$ cat config.mk
export PLATFORM = sky130hd
export DESIGN_NAME = adder_share_arb
export DESIGN_NICKNAME = d
export VERILOG_FILES = /design/src/rtl/adder_share_arb.sv
export SDC_FILE = /design/constraint.sdc
export NUM_CORES = 1
export LEC_CHECK = 0
export ABC_AREA = 1
export CAP_MARGIN = 20
export CORE_ASPECT_RATIO = 1.1
export CORE_UTILIZATION = 26
export CTS_CLUSTER_SIZE = 30
export DETAILED_ROUTE_END_ITERATION = 6
export GPL_TIMING_DRIVEN = 1
export SYNTH_ARGS = -nofsm -noshare
export SYNTH_HDL_FRONTEND = slang
export SYNTH_SLANG_ARGS = --single-unit
export TNS_END_PERCENT = 50
$ cat constraint.sdc
create_clock -name clk -period 2.4 [get_ports clk]
set_input_delay 0.24 -clock clk [delete_from_list [all_inputs] [get_ports clk]]
set_output_delay 0.24 -clock clk [all_outputs]
set_load 0.01 [all_outputs]
$ cat src/rtl/adder_share_arb.sv
// Round-robin arbiter sharing one asynchronous 4-phase bundled-data adder among NREQ clocked requesters.
// Optional watchdog: define ADDER_ARB_TIMEOUT_EN to build the TIMEOUT counter behind err_o.
module adder_share_arb #(
  parameter int WIDTH   = 13,
  parameter int NREQ    = 4,
  parameter int SYNC    = 2,
  parameter int TIMEOUT = 256
) (
  input  logic                  clk,
  input  logic                  reset,
  input  logic [NREQ-1:0]       req,
  input  logic [NREQ*WIDTH-1:0] op_a,
  input  logic [NREQ*WIDTH-1:0] op_b,
  output logic [NREQ-1:0]       ack,
  output logic [WIDTH-1:0]      sum_o,
  output logic                  add_req,
  output logic [WIDTH-1:0]      add_a,
  output logic [WIDTH-1:0]      add_b,
  input  logic                  add_ack,
  input  logic                  sum_req,
  input  logic [WIDTH-1:0]      sum_data,
  output logic                  sum_ack,
  output logic                  err_o,
  output logic [2:0]            dbgState
);
  // Every port is 4-phase: a request level rises, its acknowledge rises, the request falls,
  // then the acknowledge falls; data is bundled with (and stable under) the request level.
  localparam int GW = (NREQ > 1) ? $clog2(NREQ) : 1;

  typedef enum logic [2:0] {IDLE, SEND, WAIT_SUM, DRAIN, RESP} state_t;
  state_t state, stateNext;

  logic [SYNC-1:0]  addAckSync, sumReqSync;
  logic             addAckS, sumReqS;
  logic [GW-1:0]    grant, lastGrant, winner, idx;
  logic             found;
  logic [WIDTH-1:0] winA, winB;

  always_ff @(posedge clk or negedge reset) begin
    if (!reset) begin
      addAckSync <= '0;
      sumReqSync <= '0;
    end else begin
      addAckSync <= {addAckSync[SYNC-2:0], add_ack};
      sumReqSync <= {sumReqSync[SYNC-2:0], sum_req};
    end
  end

  assign addAckS  = addAckSync[SYNC-1];
  assign sumReqS  = sumReqSync[SYNC-1];
  assign dbgState = state;

  // Search starts one past the last completed grant, so a fresh reset favours requester 0.
  always_comb begin
    found  = 1'b0;
    winner = lastGrant;
    idx    = '0;
    for (int k = 1; k <= NREQ; k++) begin
      idx = GW'((int'(lastGrant) + k) % NREQ);
      if (!found && req[idx]) begin
        found  = 1'b1;
        winner = idx;
      end
    end
    winA = '0;
    winB = '0;
    for (int i = 0; i < NREQ; i++) begin
      if (winner == GW'(i)) begin
        winA = op_a[i*WIDTH +: WIDTH];
        winB = op_b[i*WIDTH +: WIDTH];
      end
    end
  end

  always_ff @(posedge clk or negedge reset) begin
    if (!reset) state <= IDLE;
    else        state <= stateNext;
  end

  always_comb begin
    stateNext = state;
    case (state)
      IDLE:     if (found) stateNext = SEND;
      SEND:     if (addAckS) stateNext = WAIT_SUM;
      WAIT_SUM: if (sumReqS) stateNext = DRAIN;
      DRAIN:    if (!sumReqS && !addAckS) stateNext = RESP;
      RESP:     if ((req & ack) == '0) stateNext = IDLE;
      default:  stateNext = IDLE;
    endcase
  end

  // sum_data is only sampled once the synchronized sum_req says it has settled.
  always_ff @(posedge clk or negedge reset) begin
    if (!reset) begin
      grant     <= '0;
      lastGrant <= GW'(NREQ - 1);
      add_a     <= '0;
      add_b     <= '0;
      add_req   <= 1'b0;
      sum_o     <= '0;
      sum_ack   <= 1'b0;
      ack       <= '0;
    end else begin
      case (state)
        IDLE: if (found) begin
          grant   <= winner;
          add_a   <= winA;
          add_b   <= winB;
          add_req <= 1'b1;
        end
        SEND: if (addAckS) add_req <= 1'b0;
        WAIT_SUM: if (sumReqS) begin
          sum_o   <= sum_data;
          sum_ack <= 1'b1;
        end
        DRAIN: if (!sumReqS && !addAckS) begin
          sum_ack   <= 1'b0;
          ack       <= NREQ'(1) << grant;
          lastGrant <= grant;
        end
        RESP: if ((req & ack) == '0) ack <= '0;
        default: ;
      endcase
    end
  end

`ifdef ADDER_ARB_TIMEOUT_EN
  localparam int CW = $clog2(TIMEOUT + 1);
  logic [CW-1:0] wdCnt;
  logic          errR;

  // Counts only while the adder owes us something; the FSM is never forced out of a stall.
  always_ff @(posedge clk or negedge reset) begin
    if (!reset) begin
      wdCnt <= '0;
      errR  <= 1'b0;
    end else begin
      if (state == IDLE) wdCnt <= '0;
      else if (state != RESP && wdCnt != CW'(TIMEOUT)) wdCnt <= wdCnt + 1'b1;
      if (wdCnt == CW'(TIMEOUT)) errR <= 1'b1;
    end
  end

  assign err_o = errR;
`else
  assign err_o = 1'b0;
`endif

endmodule

* Yosys cells after proc, flatten, opt, wreduce, memory -nomap -nowiden
Index checks and enable logic that the tools add are counted.
Storage, ports and cells: register bits 56, input port bits 125, output and inout bits 49
Cells by class: $add $sub $neg 4, magnitude comparators 4, equal/unequal tests 12, shift operators 1, muxes and demuxes 39, bitwise operators 1, reductions and logical operators 22
Operators with widths (number):
- $mux 13 | 8
- $mux 3 | 5
- $pmux 3 s5 | 1
- $lt 2x3->1 const B | 4
- $mux 1 | 12
- $ne 2x2->1 const B | 5
- $reduce_and 3->1 | 3
- $bmux 1 s2 | 4
- $mux 2 | 4
- $mux 4 | 2
- $pmux 4 s2 | 1
- $eq 3x2->1 const B | 2
- $reduce_and 2->1 | 3
- $reduce_bool 2->1 | 3
- $logic_not 1->1 | 5
- $reduce_and 5->1 | 1
- $add 2x1->2 const B | 2
- $add 2x2->2 const B | 2
- $and 4x4->4 | 1
- $eq 2x2->1 const B | 2
- $logic_and 1x1->1 | 4
- $logic_not 4->1 | 1
- $pmux 1 s2 | 2
- $shl 1x2->4 const A | 1
- 5 further kinds | 5

* Logic depth before layout (Yosys ltp)
Gate-level depths: netlist of the first run.
depth in word-level cells 18, depth in mapped cells 17, mapped depth without buffers 16

* Worst setup path before layout of the first run
OpenSTA, ideal clock, no wires.
path kind register -> register, start register lastGrant[0], end register add_a[10], library setup time 116 ps, arrival time 1837 ps, required time 2284 ps, path slack 446 ps, stages on the path, launching flop included 17, path buffers 3, clock period less this slack 1954 ps, cell sequence dfstp_2 buf_4 nand2_1 nand2_1 nand2_4 nand2_4 inv_2 nand3_1 nand2_1 nand2_2 buf_6 nand2_2 clkbuf_1 o21ai_0 inv_1 nand2_1 nand2_1
Between the ends: word-level cells in the longest chain between the ends 18, elaborated cells on any way between the ends 35, classes of those cells add/sub (4); eq/ne (3); mux (20); reduce/logical (8)
Ends and longest elaborated chain:
- start: declaration | line 35 | logic [GW-1:0] grant, lastGrant, winner, idx;
- start signal: assignment | line 96 | lastGrant <= GW'(NREQ - 1);
- start signal: assignment | line 119 | lastGrant <= grant;
- $add 2x1->2 | line 59 | idx = GW'((int'(lastGrant) + k) % NREQ);
- $bmux 1 s2 | line 60 | if (!found && req[idx]) begin
- $mux 1 (not written as such) | line 60
- $mux 1 | line 60
- $logic_not 1->1 | line 60
- $logic_and 1x1->1 | line 60
- $mux 1 | line 60
- $logic_not 1->1 | line 60
- $logic_and 1x1->1 | line 60
- $mux 1 | line 60
- $logic_not 1->1 | line 60
- $logic_and 1x1->1 | line 60
- $mux 2 | line 60
- $logic_not 2->1 | line 68 | if (winner == GW'(i)) begin
- $mux 13 (4 in a row) | line 68
- end signal: assignment | line 107 | add_a <= winA;
- end: declaration | line 17 | output logic [WIDTH-1:0] add_a,
Several ways; a longest one is shown, not always the timed one. The select of a mux whose other input is x is not followed. A chain may end at the register's enable or synchronous reset.

* Worst setup path after layout of the first run
start register lastGrant[0], end register add_b[10]
Between the ends: word-level cells in the longest chain between the ends 18, elaborated cells on any way between the ends 35, classes of those cells add/sub (4); eq/ne (3); mux (20); reduce/logical (8)
Ends and longest elaborated chain:
- $add 2x1->2 | line 59
- $bmux 1 s2 | line 60
- $mux 1 (not written as such) | line 60
- $mux 1 | line 60
- $logic_not 1->1 | line 60
- $logic_and 1x1->1 | line 60
- $mux 1 | line 60
- $logic_not 1->1 | line 60
- $logic_and 1x1->1 | line 60
- $mux 1 | line 60
- $logic_not 1->1 | line 60
- $logic_and 1x1->1 | line 60
- $mux 2 | line 60
- $logic_not 2->1 | line 68
- $mux 13 (4 in a row) | line 68
- end signal: assignment | line 108 | add_b <= winB;
- end: declaration | line 18 | output logic [WIDTH-1:0] add_b,
Several ways; a longest one is shown, not always the timed one. The select of a mux whose other input is x is not followed.

==> reports/summary.txt, run 1 <==
final instance area -> 0.00557 mm^2
Max IR drop VDD -> 0.545 mV
simple-gate share of the synthesized area -> 32.9%
worst stage delay on the critical path -> 630 ps
Clock Latency Late Sink -> 290 ps
clk sinks -> 56
post-synth top area share -> 39.7%
Hold Path Class -> reg -> reg
vias per std cell -> 4.51
switching pwr -> 0.00377 W
critical path depth -> 16
Reg2Reg Launch Point -> lastGrant[0]
Max-Cap Viols -> 0
LEAKAGE -> 2.75 nW
dpl hpwl -> 8640 um
Initial Util -> 26.8%
ys async rst share -> 100%
IO Count -> 174
Arr. time, crit path -> 2420 ps
main combinational cell family by area after synthesis -> simple AND/OR/NAND/NOR gates
Sw Ratio -> 46.6%
FMAX -> 0.448 GHz
WP buf/inv -> 4
cts bufs inserted -> 5
R2R setup slack -> 170 ps
Die H -> 122 um
Site Rows -> 43
antenna viol nets, final -> 0
most numerous cell in the Yosys netlist -> nand2_1
Synth-to-Final Area Change -> 63.5%
Crit path top cell by count -> nand2_1
Setup crit end kind -> register
PD cells -> 1450 mW/mm^2
port bufs -> 172
kind of critical path -> reg -> reg
worst-margin pin slew -> 663 ps
Adder-Cell Fraction of Synth Area -> 0%
Seq pwr share -> 20.8%
synthesized net count -> 611
die width -> 111 um
largest net degree at the start of global routing -> 32
#FFs+latches synth -> 56
core area -> 0.0127 mm^2
status -> finished, violations left
final hold violations -> 0
GPL Wtd Cong -> 0.877
CP max-delay cell -> dfstp_2
vias in the first global route -> 3736
total number of vias -> 3695
DRC viols -> 16
final core utilization -> 43.8%
mux contribution to synthesized area -> 4.30%
critical path's top delay family -> simple AND/OR/NAND/NOR gates
Worst Setup EP -> add_b[10]
Pint -> 0.00433 W
Synth top cells by count -> nand2_1, inv_1, dfrtp_1
Slew Viols, Final -> 0
first-pass GRT wire length -> 17500 um
Post-synth top flop -> dfrtp_1
grt ovf -> 0
Setup Viol. Count Final -> 0
routed len/inst -> 13.3 um
Compound-Gate Fraction of Synth Area -> 9.92%
final layout net count -> 786
Yosys top cell by area -> dfrtp_1
clock network power share -> 9.4%
Mapped Cells -> 486
top cells by area, synth -> dfrtp_1, nand2_1, inv_1
crit path from -> lastGrant[0]
CTS Root Cell -> clkbuf_16
XOR/XNOR Fraction of Synth Area -> 0%
R2R depth -> 16
Final min period -> 2230 ps
Layout Skew -> 9.43 ps
Synth Cell Area -> 0.00340 mm^2
RSZ-0062 raised after global routing -> yes
DRT Wirelength -> 10900 um
diode count -> 0
yosys warns -> 0
Mapped Avg Cell Area -> 7.01 um^2
Post-synth EDFFs -> 0
die area -> 0.0136 mm^2
Worst EP required -> 2590 ps
critical path fanouts, max -> 10
Seq/Total Area, Yosys -> 41.2%
proportion of layout cells with a drive suffix above 1 -> 9.06%
Cell Chain, Critical Path -> buf_6 -> nand2_2 -> nand2_2 -> nand2_4 -> nand2_4 -> inv_2 -> nand2_1 -> nand3_2 -> nand2_4 -> buf_8 -> nor2_4 -> buf_4 -> nand2_1 -> nand3_1 -> nand2_1 -> nand2_1
Yosys cell types -> 26
drt first pass iters -> 6
initial antenna violation count -> 0
Tcrit/Tclk final -> 93.1%
CTS tree -> built
Clock Pin Slew Worst Setup and Hold Paths -> 80 ps
DP Area -> 0.00534 mm^2
Logic pwr share -> 69.8%
number of H-tree levels -> 2
Total GRT Usage -> 16.3%
Clock Path Buffers -> 2
initial DRC count -> 155
failing checks -> DRC
Slew headroom -> 55.7%
Worst Setup Start Kind -> register
Reg-to-Reg End -> add_b[10]
## layer usage
layer | routed length [um] | global-route usage [%]
met2 | 5710 | 32.0
met5 | 0 | 0
met4 | 64 | 3.63
met3 | 746 | 3.93
met1 | 4340 | 17.5
## final cells by class
cell class / count / area [um^2]
clock inverters: 3 / 26.3
flip-flops and latches: 56 / 1400
well taps: 157 / 196
inverters: 72 / 273
clock buffers: 5 / 125
repair buffers: 188 / 1920
multi-input cells: 338 / 1620
fillers: 1315 / 7130
## flip-flops by register name, indices dropped and copies added, names as in the netlist, 2 cells and up
signal,cells
add_a,13
lastGrant,2
sumReqSync,2
dbgState,3
grant,2
addAckSync,2
add_b,13
sum_o,13
ack,4
## power groups by stage
stage / sequential (W) / clock, W / combinational, W
CTS: 0.00169 / 0.000791 / 0.00553
global placement: 0.00168 / 0 / 0.00544
finish: 0.00168 / 0.000763 / 0.00565
global route: 0.00175 / 0.000833 / 0.00634
detailed placement: 0.00170 / 0 / 0.00552
floorplan: 0.00183 / 0 / 0.00328
## kinds of logic (layout without fill, tap and decap cells)
kind of cell | count (synthesis) | count (layout)
flops | 56 | 56
simple gates | 259 | 259
compound gates | 65 | 65
mux | 13 | 13
buf+inv | 92 | 268
other cells | 1 | 1
## cells in the final DEF, fill, tap and decap left out, types with 2 or more instances in the layout
| master | Yosys | final |
|---|---|---|
| nor3_1 | 3 | 3 |
| inv_2 | 3 | 2 |
| nand2_1 | 187 | 185 |
| clkbuf_16 | 0 | 5 |
| buf_12 | 0 | 5 |
| buf_6 | 3 | 2 |
| nand2_4 | 4 | 5 |
| o21ai_0 | 51 | 50 |
| dfstp_2 | 2 | 2 |
| buf_4 | 4 | 7 |
| clkdlybuf4s50_1 | 0 | 171 |
| inv_6 | 0 | 2 |
| nor2_1 | 8 | 8 |
| nand4_1 | 4 | 4 |
| o22ai_1 | 2 | 2 |
| nand3_1 | 42 | 41 |
| a21oi_1 | 3 | 3 |
| inv_1 | 69 | 69 |
| nand2_2 | 7 | 8 |
| o21ai_1 | 7 | 8 |
| nor2_4 | 2 | 2 |
| mux2_2 | 13 | 13 |
| dfrtp_1 | 54 | 54 |
## timing repair
item / CTS / global route
hold endpoints to repair: 23 / 0
setup buffers: 0 / 3
endpoints found under the setup margin: 0 / 26
gates resized for setup: 0 / 10
hold buffers: 1 / 0
## stage by stage
step	setup slack [ps]	std cells	setup TNS, ps	power [W]	hold WS (ps)
CTS	15.5	816	0	0.00801	359
global placement	58.4	807	0	0.00712	286
finish	165	819	0	0.00810	358
floorplan	446	486	0	0.00510	-55.6
detailed placement	7.32	807	0	0.00722	291
global route	-14.4	819	-45.6	0.00892	371
## worst min path at each step
stage	cells after the start	slack, ps	to	start
after floorplan	0	-60	ack[0]	reset
after global placement	1	290	ack[0]	reset
after detailed placement	1	290	ack[1]	reset
after CTS	0	360	sumReqSync[1]	sumReqSync[0]
after global routing	0	370	sumReqSync[1]	sumReqSync[0]
final	0	360	sumReqSync[1]	sumReqSync[0]
(Power assumes the default switching activity.)
==> run 2: changes to the inputs <==
--- a/config.mk
+++ b/config.mk
@@ -8,6 +8,7 @@
 export ABC_AREA = 1
 export CAP_MARGIN = 20
 export CORE_ASPECT_RATIO = 1.1
+export CORE_MARGIN = 1
 export CORE_UTILIZATION = 26
 export CTS_CLUSTER_SIZE = 30
 export DETAILED_ROUTE_END_ITERATION = 6
==> results of run 2 <==
No change in the layout: final DEF, timing and power equal those of run 1.
